## config.mk

```make
export PLATFORM = sky130hd
export DESIGN_NAME = univ_shift_seq
export DESIGN_NICKNAME = d
export VERILOG_FILES = /design/src/rtl/univ_shift_seq.sv
export SDC_FILE = /design/constraint.sdc
export NUM_CORES = 1
export LEC_CHECK = 0
export CAP_MARGIN = 10
export CORE_MARGIN = 2
export CORE_UTILIZATION = 25
export CTS_CLUSTER_DIAMETER = 50
export DETAILED_ROUTE_END_ITERATION = 6
export PLACE_DENSITY = 0.56
export SLEW_MARGIN = 10
export SYNTH_ARGS = -nofsm -noshare
export SYNTH_HDL_FRONTEND = slang
export SYNTH_SLANG_ARGS = --single-unit
```

## constraint.sdc

```tcl
create_clock -name clk -period 2 [get_ports clk]
set_input_delay 0.4 -clock clk [delete_from_list [all_inputs] [get_ports clk]]
set_output_delay 0.4 -clock clk [all_outputs]
set_load 0.01 [all_outputs]
```

## src/rtl/univ_shift_seq.sv

```systemverilog
// Universal shift register with a small two-state sequencer.
// A start request runs a shift-class mode for `count` consecutive edges.
module univ_shift_seq #(
    parameter int WIDTH = 8,
    parameter int CNT_W = 4
) (
    input  logic             clk,
    input  logic             reset,
    input  logic [WIDTH-1:0] din,
    input  logic [2:0]       mode,
    input  logic             lin,
    input  logic             rin,
    input  logic             start,
    input  logic [CNT_W-1:0] count,
    output logic [WIDTH-1:0] dout,
    output logic             sout,
    output logic             busy,
    output logic             done
);

    typedef enum logic {S_IDLE, S_RUN} state_t;

    state_t           r_state, w_state_nxt;
    logic [WIDTH-1:0] r_dout, w_dout_nxt;
    logic             r_sout, w_sout_nxt;
    logic             r_done, w_done_nxt;
    logic [CNT_W-1:0] r_rem, w_rem_nxt;
    logic [2:0]       r_mode, w_mode_nxt;

    logic [2:0]       w_op;
    logic [WIDTH-1:0] w_op_dout;
    logic             w_op_sout;

    function automatic logic is_shift(input logic [2:0] m);
        return (m == 3'd1) || (m == 3'd2) || (m == 3'd4) || (m == 3'd5) || (m == 3'd6);
    endfunction

    // While running, the captured mode drives the datapath; live inputs are ignored.
    always_comb begin
        w_op      = (r_state == S_RUN) ? r_mode : mode;
        w_op_dout = r_dout;
        w_op_sout = r_sout;
        case (w_op)
            3'd1: begin w_op_dout = {rin, r_dout[WIDTH-1:1]};         w_op_sout = r_dout[0];       end
            3'd2: begin w_op_dout = {r_dout[WIDTH-2:0], lin};         w_op_sout = r_dout[WIDTH-1]; end
            3'd3: w_op_dout = din;
            3'd4: begin w_op_dout = {r_dout[0], r_dout[WIDTH-1:1]};   w_op_sout = r_dout[0];       end
            3'd5: begin w_op_dout = {r_dout[WIDTH-2:0], r_dout[WIDTH-1]}; w_op_sout = r_dout[WIDTH-1]; end
            3'd6: begin w_op_dout = {r_dout[WIDTH-1], r_dout[WIDTH-1:1]}; w_op_sout = r_dout[0];    end
            3'd7: w_op_dout = '0;
            default: ;
        endcase
    end

    always_comb begin
        w_state_nxt = r_state;
        w_dout_nxt  = r_dout;
        w_sout_nxt  = r_sout;
        w_rem_nxt   = r_rem;
        w_mode_nxt  = r_mode;
        w_done_nxt  = 1'b0;
        case (r_state)
            S_IDLE: begin
                if (start && is_shift(mode)) begin
                    if (count != '0) begin
                        w_dout_nxt = w_op_dout;
                        w_sout_nxt = w_op_sout;
                        w_mode_nxt = mode;
                        if (count == CNT_W'(1)) begin
                            w_done_nxt = 1'b1;
                        end else begin
                            w_state_nxt = S_RUN;
                            w_rem_nxt   = count - CNT_W'(1);
                        end
                    end else begin
                        w_done_nxt = 1'b1;
                    end
                end else begin
                    w_dout_nxt = w_op_dout;
                    w_sout_nxt = w_op_sout;
                end
            end
            S_RUN: begin
                w_dout_nxt = w_op_dout;
                w_sout_nxt = w_op_sout;
                if (r_rem == CNT_W'(1)) begin
                    w_state_nxt = S_IDLE;
                    w_rem_nxt   = '0;
                    w_done_nxt  = 1'b1;
                end else begin
                    w_rem_nxt = r_rem - CNT_W'(1);
                end
            end
            default: w_state_nxt = S_IDLE;
        endcase
    end

    always_ff @(posedge clk or negedge reset) begin
        if (!reset) begin
            r_state <= S_IDLE;
            r_dout  <= '0;
            r_sout  <= 1'b0;
            r_done  <= 1'b0;
            r_rem   <= '0;
            r_mode  <= '0;
        end else begin
            r_state <= w_state_nxt;
            r_dout  <= w_dout_nxt;
            r_sout  <= w_sout_nxt;
            r_done  <= w_done_nxt;
            r_rem   <= w_rem_nxt;
            r_mode  <= w_mode_nxt;
        end
    end

    assign dout = r_dout;
    assign sout = r_sout;
    assign busy = (r_state == S_RUN);
    assign done = r_done;

endmodule

```

### After elaboration in Yosys (flattened, before gate mapping)

Cells that the tools add are included.

* reduce and logical (&&, ||, !) cells: 10
* equal/unequal tests: 18
* $add $sub $neg: 2
* multiplexer cells: 24
* bitwise logic cells: 1

Operator list (number)
* $pmux W8 S7: 1
* $eq A3 B3 Y1 const B: 7
* $mux W4: 4
* $mux W8: 2
* $pmux W8 S2: 1
* $mux W1: 10
* $eq A3 B2 Y1 const B: 3
* $eq A4 B1 Y1 const B: 2
* $pmux W1 S2: 4
* $pmux W4 S2: 1
* $sub A4 B1 Y4 const B: 2
* $eq A3 B1 Y1 const B: 2
* $ne A2 B2 Y1 const B: 3
* $reduce_and A3 Y1: 2
* $logic_or A1 B1 Y1: 4
* $reduce_bool A4 Y1: 1
* $mux W3: 1
* $ne A3 B3 Y1 const B: 1
* $reduce_or A3 Y1: 1
* $reduce_or A2 Y1: 1
* $logic_and A1 B1 Y1: 1
* $not A1 Y1: 1

* output and inout port bits: 11
* flip-flop bits (word level): 18
* logic and storage cells: 61
* bits of input ports: 20

### Logic depth before layout (Yosys ltp)

* depth after elaboration: 8
* depth in mapped cells: 7
* depth with buffers taken out: 6

### Least setup slack after synthesis

No wires, ideal clock.

* path kind: register to register
* start point: reg r_state, in the netlist busy
* end point: reg r_sout, in the netlist sout
* setup time: 128 ps
* path buffers: 1
* slack: 205 ps
* period minus slack after synthesis: 1795 ps
* data required time: 1872 ps
* stages on the path, launching flop included: 6
* arrival time: 1668 ps
* cells stage by stage: dfrtp_1 buf_6 mux2i_4 nand3_4 o211ai_1 mux2_1

* word-level cells in the longest chain between the ends: 7

RTL lines
* from (decl): RTL line 23 `state_t r_state, w_state_nxt;`
* from (signal assigned): RTL line 107 `r_state <= w_state_nxt;`
* $mux W3: RTL line 40 `w_op = (r_state == S_RUN) ? r_mode : mode;`
* $eq A3 B3 Y1, or another cell as far along: RTL line 43 `case (w_op)`
* $reduce_or A3 Y1 (no source line) or $reduce_or A2 Y1 (tied branches)
* $pmux W1 S2: RTL line 43
* $mux W1: RTL line 65 `if (count != '0) begin`
* $mux W1: RTL line 64 `if (start && is_shift(mode)) begin`
* $pmux W1 S2: RTL line 62 `case (r_state)`
* to (signal assigned): RTL line 109 `r_sout <= w_sout_nxt;`
* to (decl): RTL line 25 `logic r_sout, w_sout_nxt;`

Several ways; a longest one is shown, not always the timed one. The select of a mux whose other input is x is not followed.
A chain may end at the register's enable or synchronous reset.

### Final worst setup path

* start point: in count[1]
* end point: reg r_sout, in the netlist sout

* word-level cells in the longest chain between the ends: 2

RTL lines
* from (decl): RTL line 14 `input logic [CNT_W-1:0] count,`
* $reduce_bool A4 Y1: RTL line 65
* $ne A3 B3 Y1 (no source line)

No other way between the ends.

==> flow_metrics.py <==
metrics = {
    "placed_design": {
        "gp_congestion": 0.7730,
        "port_buffers": 30,
        "dp_hpwl_mm": 2.626,
    },
    "min_path": {
        "hold_path.class": "in2async",
    },
    "floorplanning": {
        "die_h_um": 76.91,
        "dieWidth_um": 76.91,
        "coreArea_um2": 5107,
        "ioPinCount": 31,
        "placementRows": 26,
        "dieArea_um2": 5914,
        "initial_core_util_pct": 26.02,
    },
    "finish": {
        "antenna_cells": 0,
        "fin_nets": 217,
        "drive_above_1_share_pct": 28.65,
        "nFillCells": 520,
        "syn_to_final_growth_pct": 50.38,
    },
    "timing": {
        "max_clock_freq_mhz": 521.0,
        "tightest_slew_ns": 0.3019,
        "finalCritPeriodShare_pct": 95.98,
        "setup_viol": 0,
        "maxSlewViolCount": 0,
        "hold_ws_ns": 0.4736,
        "post-route-min-period_ns": 1.920,
        "finalHoldViolCount": 0,
        "clock_skew_ns": 0.005818,
        "slew_headroom_pct": 79.44,
    },
    "power": {
        "power_density_nw_per_um2": 1503,
        "vdd_drop_max_uv": 550.5,
        "power.total_mw": 3.003,
        "p_leak_nw": 0.8045,
    },
    "logic_synthesis": {
        "synth-edff-count": 0,
        "synth_top_cell_by_area": "dfrtp_1",
        "ys_ff_latch": 18,
        "ys_warn_count": 0,
        "netlist_area_um2": 1329,
        "yosysSeqAreaShare_pct": 33.90,
        "synth_nets": 157,
        "synth_top_area_share_pct": 33.90,
        "synthMostInstantiatedCell": "dfrtp_1",
        "ys_top_cells_by_area": "dfrtp_1, mux2_2, mux2i_4",
        "yosysUniqueCellTypes": 42,
        "syn_inst": 133,
        "avgSynthCellArea_um2": 9.991,
        "synthArstFlopShare_pct": 100.0,
        "ys.flop_type": "dfrtp_1",
        "yosys-top-cells-count": "dfrtp_1, o21ai_0, a21oi_1",
    },
    "clock_network": {
        "cts_tree": "built",
        "clk_path_buf_depth": 2,
        "clkTransAtPathRegs_ns": 0.07,
        "cts.sinks": 18,
        "cts_hold_buffers": 0,
        "cts_inserted_buffers": 3,
        "cts-root-buf": "clkbuf_8",
        "h-tree-depth": 1,
        "clk_latency_ns": 0.25,
    },
    "critical_path": {
        "cp-end-kind": "flip-flop",
        "crit_type": "in2reg",
        "critPathLaunchType": "primary input",
        "arrival_ns": 2.05,
        "slowest_stage": "clkdlybuf4s50_1",
        "critPathRequiredTime_ns": 2.13,
        "slowest_delay_ns": 0.43,
        "worstPathMaxFanout": 3,
        "worst-path-buf-inv": 3,
        "cpLargestDelayFamily": "buffers and inverters",
        "path_cells": "clkdlybuf4s50_1, inv_2, ha_2, nor3b_4, nand4_1, buf_4, o211ai_1, mux2_1",
    },
    "drt": {
        "wl_per_cell_um": 12.88,
        "detail-route-antenna-nets": 0,
        "initialDrtViolationCount": 56,
        "routed_wl_mm": 3.374,
        "firstDrtPassIters": 4,
        "drc": 0,
        "viasPerCell": 4.809,
        "vias": 1260,
    },
    "global_routing": {
        "grt_pass1_vias": 1219,
        "overflow": 0,
        "antenna_found_initial": 0,
        "grt_max_degree": 23,
        "grt_pass1_wl_mm": 5.720,
        "grt_usage_pct": 11.91,
    },
    "job": {
        "cap_violations": 0,
    },
    "outcome": {
        "status": "finished clean",
    },
}
-- cell families (layout without fill, tap and decap cells) --
logic type	Yosys count	in the layout	share of synthesized area, %
xor gates and xnor gates	3	3	1.978
AOI/OAI and AO/OA	49	49	24.11
buffers and inverters	10	69	4.048
DFF	18	18	33.90
muxes	16	16	16.67
and+or+nand+nor	33	33	15.54
adders and majority gates	4	4	3.767
-- power by group --
part | total [mW] | leakage (nW) | internal [mW] | switching (mW)
Combinational | 1.94 | 0.559 | 1.06 | 0.881
Clock | 0.299 | 0.0288 | 0.175 | 0.125
Sequential | 0.761 | 0.217 | 0.559 | 0.202
-- through the flow --
step / util (%) / TNS, ns / setup WS (ns) / instances / cell area [um2]
final: 39.12 / 0 / 0.08050 / 262 / 1998
after global routing: 39.12 / -0.003901 / -0.003901 / 262 / 1998
after CTS: 38.68 / 0 / 0.06442 / 261 / 1976
after detailed placement: 37.36 / -3.875 / -0.3075 / 257 / 1908
after global placement: 37.36 / -3.275 / -0.2934 / 257 / 1908
after floorplan: - / 0 / 0.2049 / 133 / 1329
-- worst reg2reg max path: stages (launching register included) --
cell,delay [ns]
dfrtp_1,0.37
buf_12,0.19
mux2i_4,0.37
mux2_2,0.39
a32oi_1,0.19
a31oi_1,0.10
-- what timing repair did --
action	CTS	global route
buffers inserted	0	1
gates resized for setup	3	5
endpoints found under the setup margin	10	10
pin swaps	1	3
gates cloned	0	0
-- final cells by class --
type | count | area [um2] | share of cell area, %
Inverter | 6 | 22.52 | 1.127
Clock buffer | 4 | 55.05 | 2.755
Sequential cell | 18 | 450.4 | 22.54
Multi-Input combinational cell | 105 | 849.6 | 42.52
Timing Repair Buffer | 59 | 533.0 | 26.67
Tap cell | 70 | 87.58 | 4.383
-- routing by layer --
| layer | vias up | GRT usage [%] | part of all wire, % |
|---|---|---|---|
| met2 | 14 | 20.61 | 51 |
| met3 | 2 | 1.294 | 1.8 |
| met5 | - | 0 | 0 |
| li1 | 637 | - | - |
| met4 | 0 | 3.273 | 0.80 |
| met1 | 607 | 15.67 | 47 |
-- worst paths after layout --
path | from | to | slack [ns] | depth (start not counted)
worst min-delay path | reset | done | 0.47 | 2
max in group asynchronous | reset | dout[0] | 1.32 | 2
worst max register to register | busy | dout[0] | 0.26 | 5
worst min register to register | sout | sout | 0.50 | 1
min in group clk | sout | sout | 0.50 | 1
worst max-delay path | count[1] | sout | 0.08 | 8
-- layout by cell type (no fill, tap or decap), types with 3 or more instances in the layout --
cell / n
o21ai_0: 11
dfrtp_1: 18
ha_1: 3
buf_4: 28
a21oi_1: 9
inv_1: 5
mux2_2: 7
xnor2_1: 3
nor2_1: 5
nor2b_1: 4
clkdlybuf4s50_1: 29
a31oi_1: 8
nand3_1: 4
nor3_1: 4
a22oi_1: 6
mux2i_4: 3
nand2_1: 3
clkbuf_8: 4
-- flip-flops by register name (all words and copies together), names as in the netlist --
name,cells
dout,8
r_rem,4
r_mode,3
busy,1
done,1
sout,1
(Power assumes the default switching activity.)
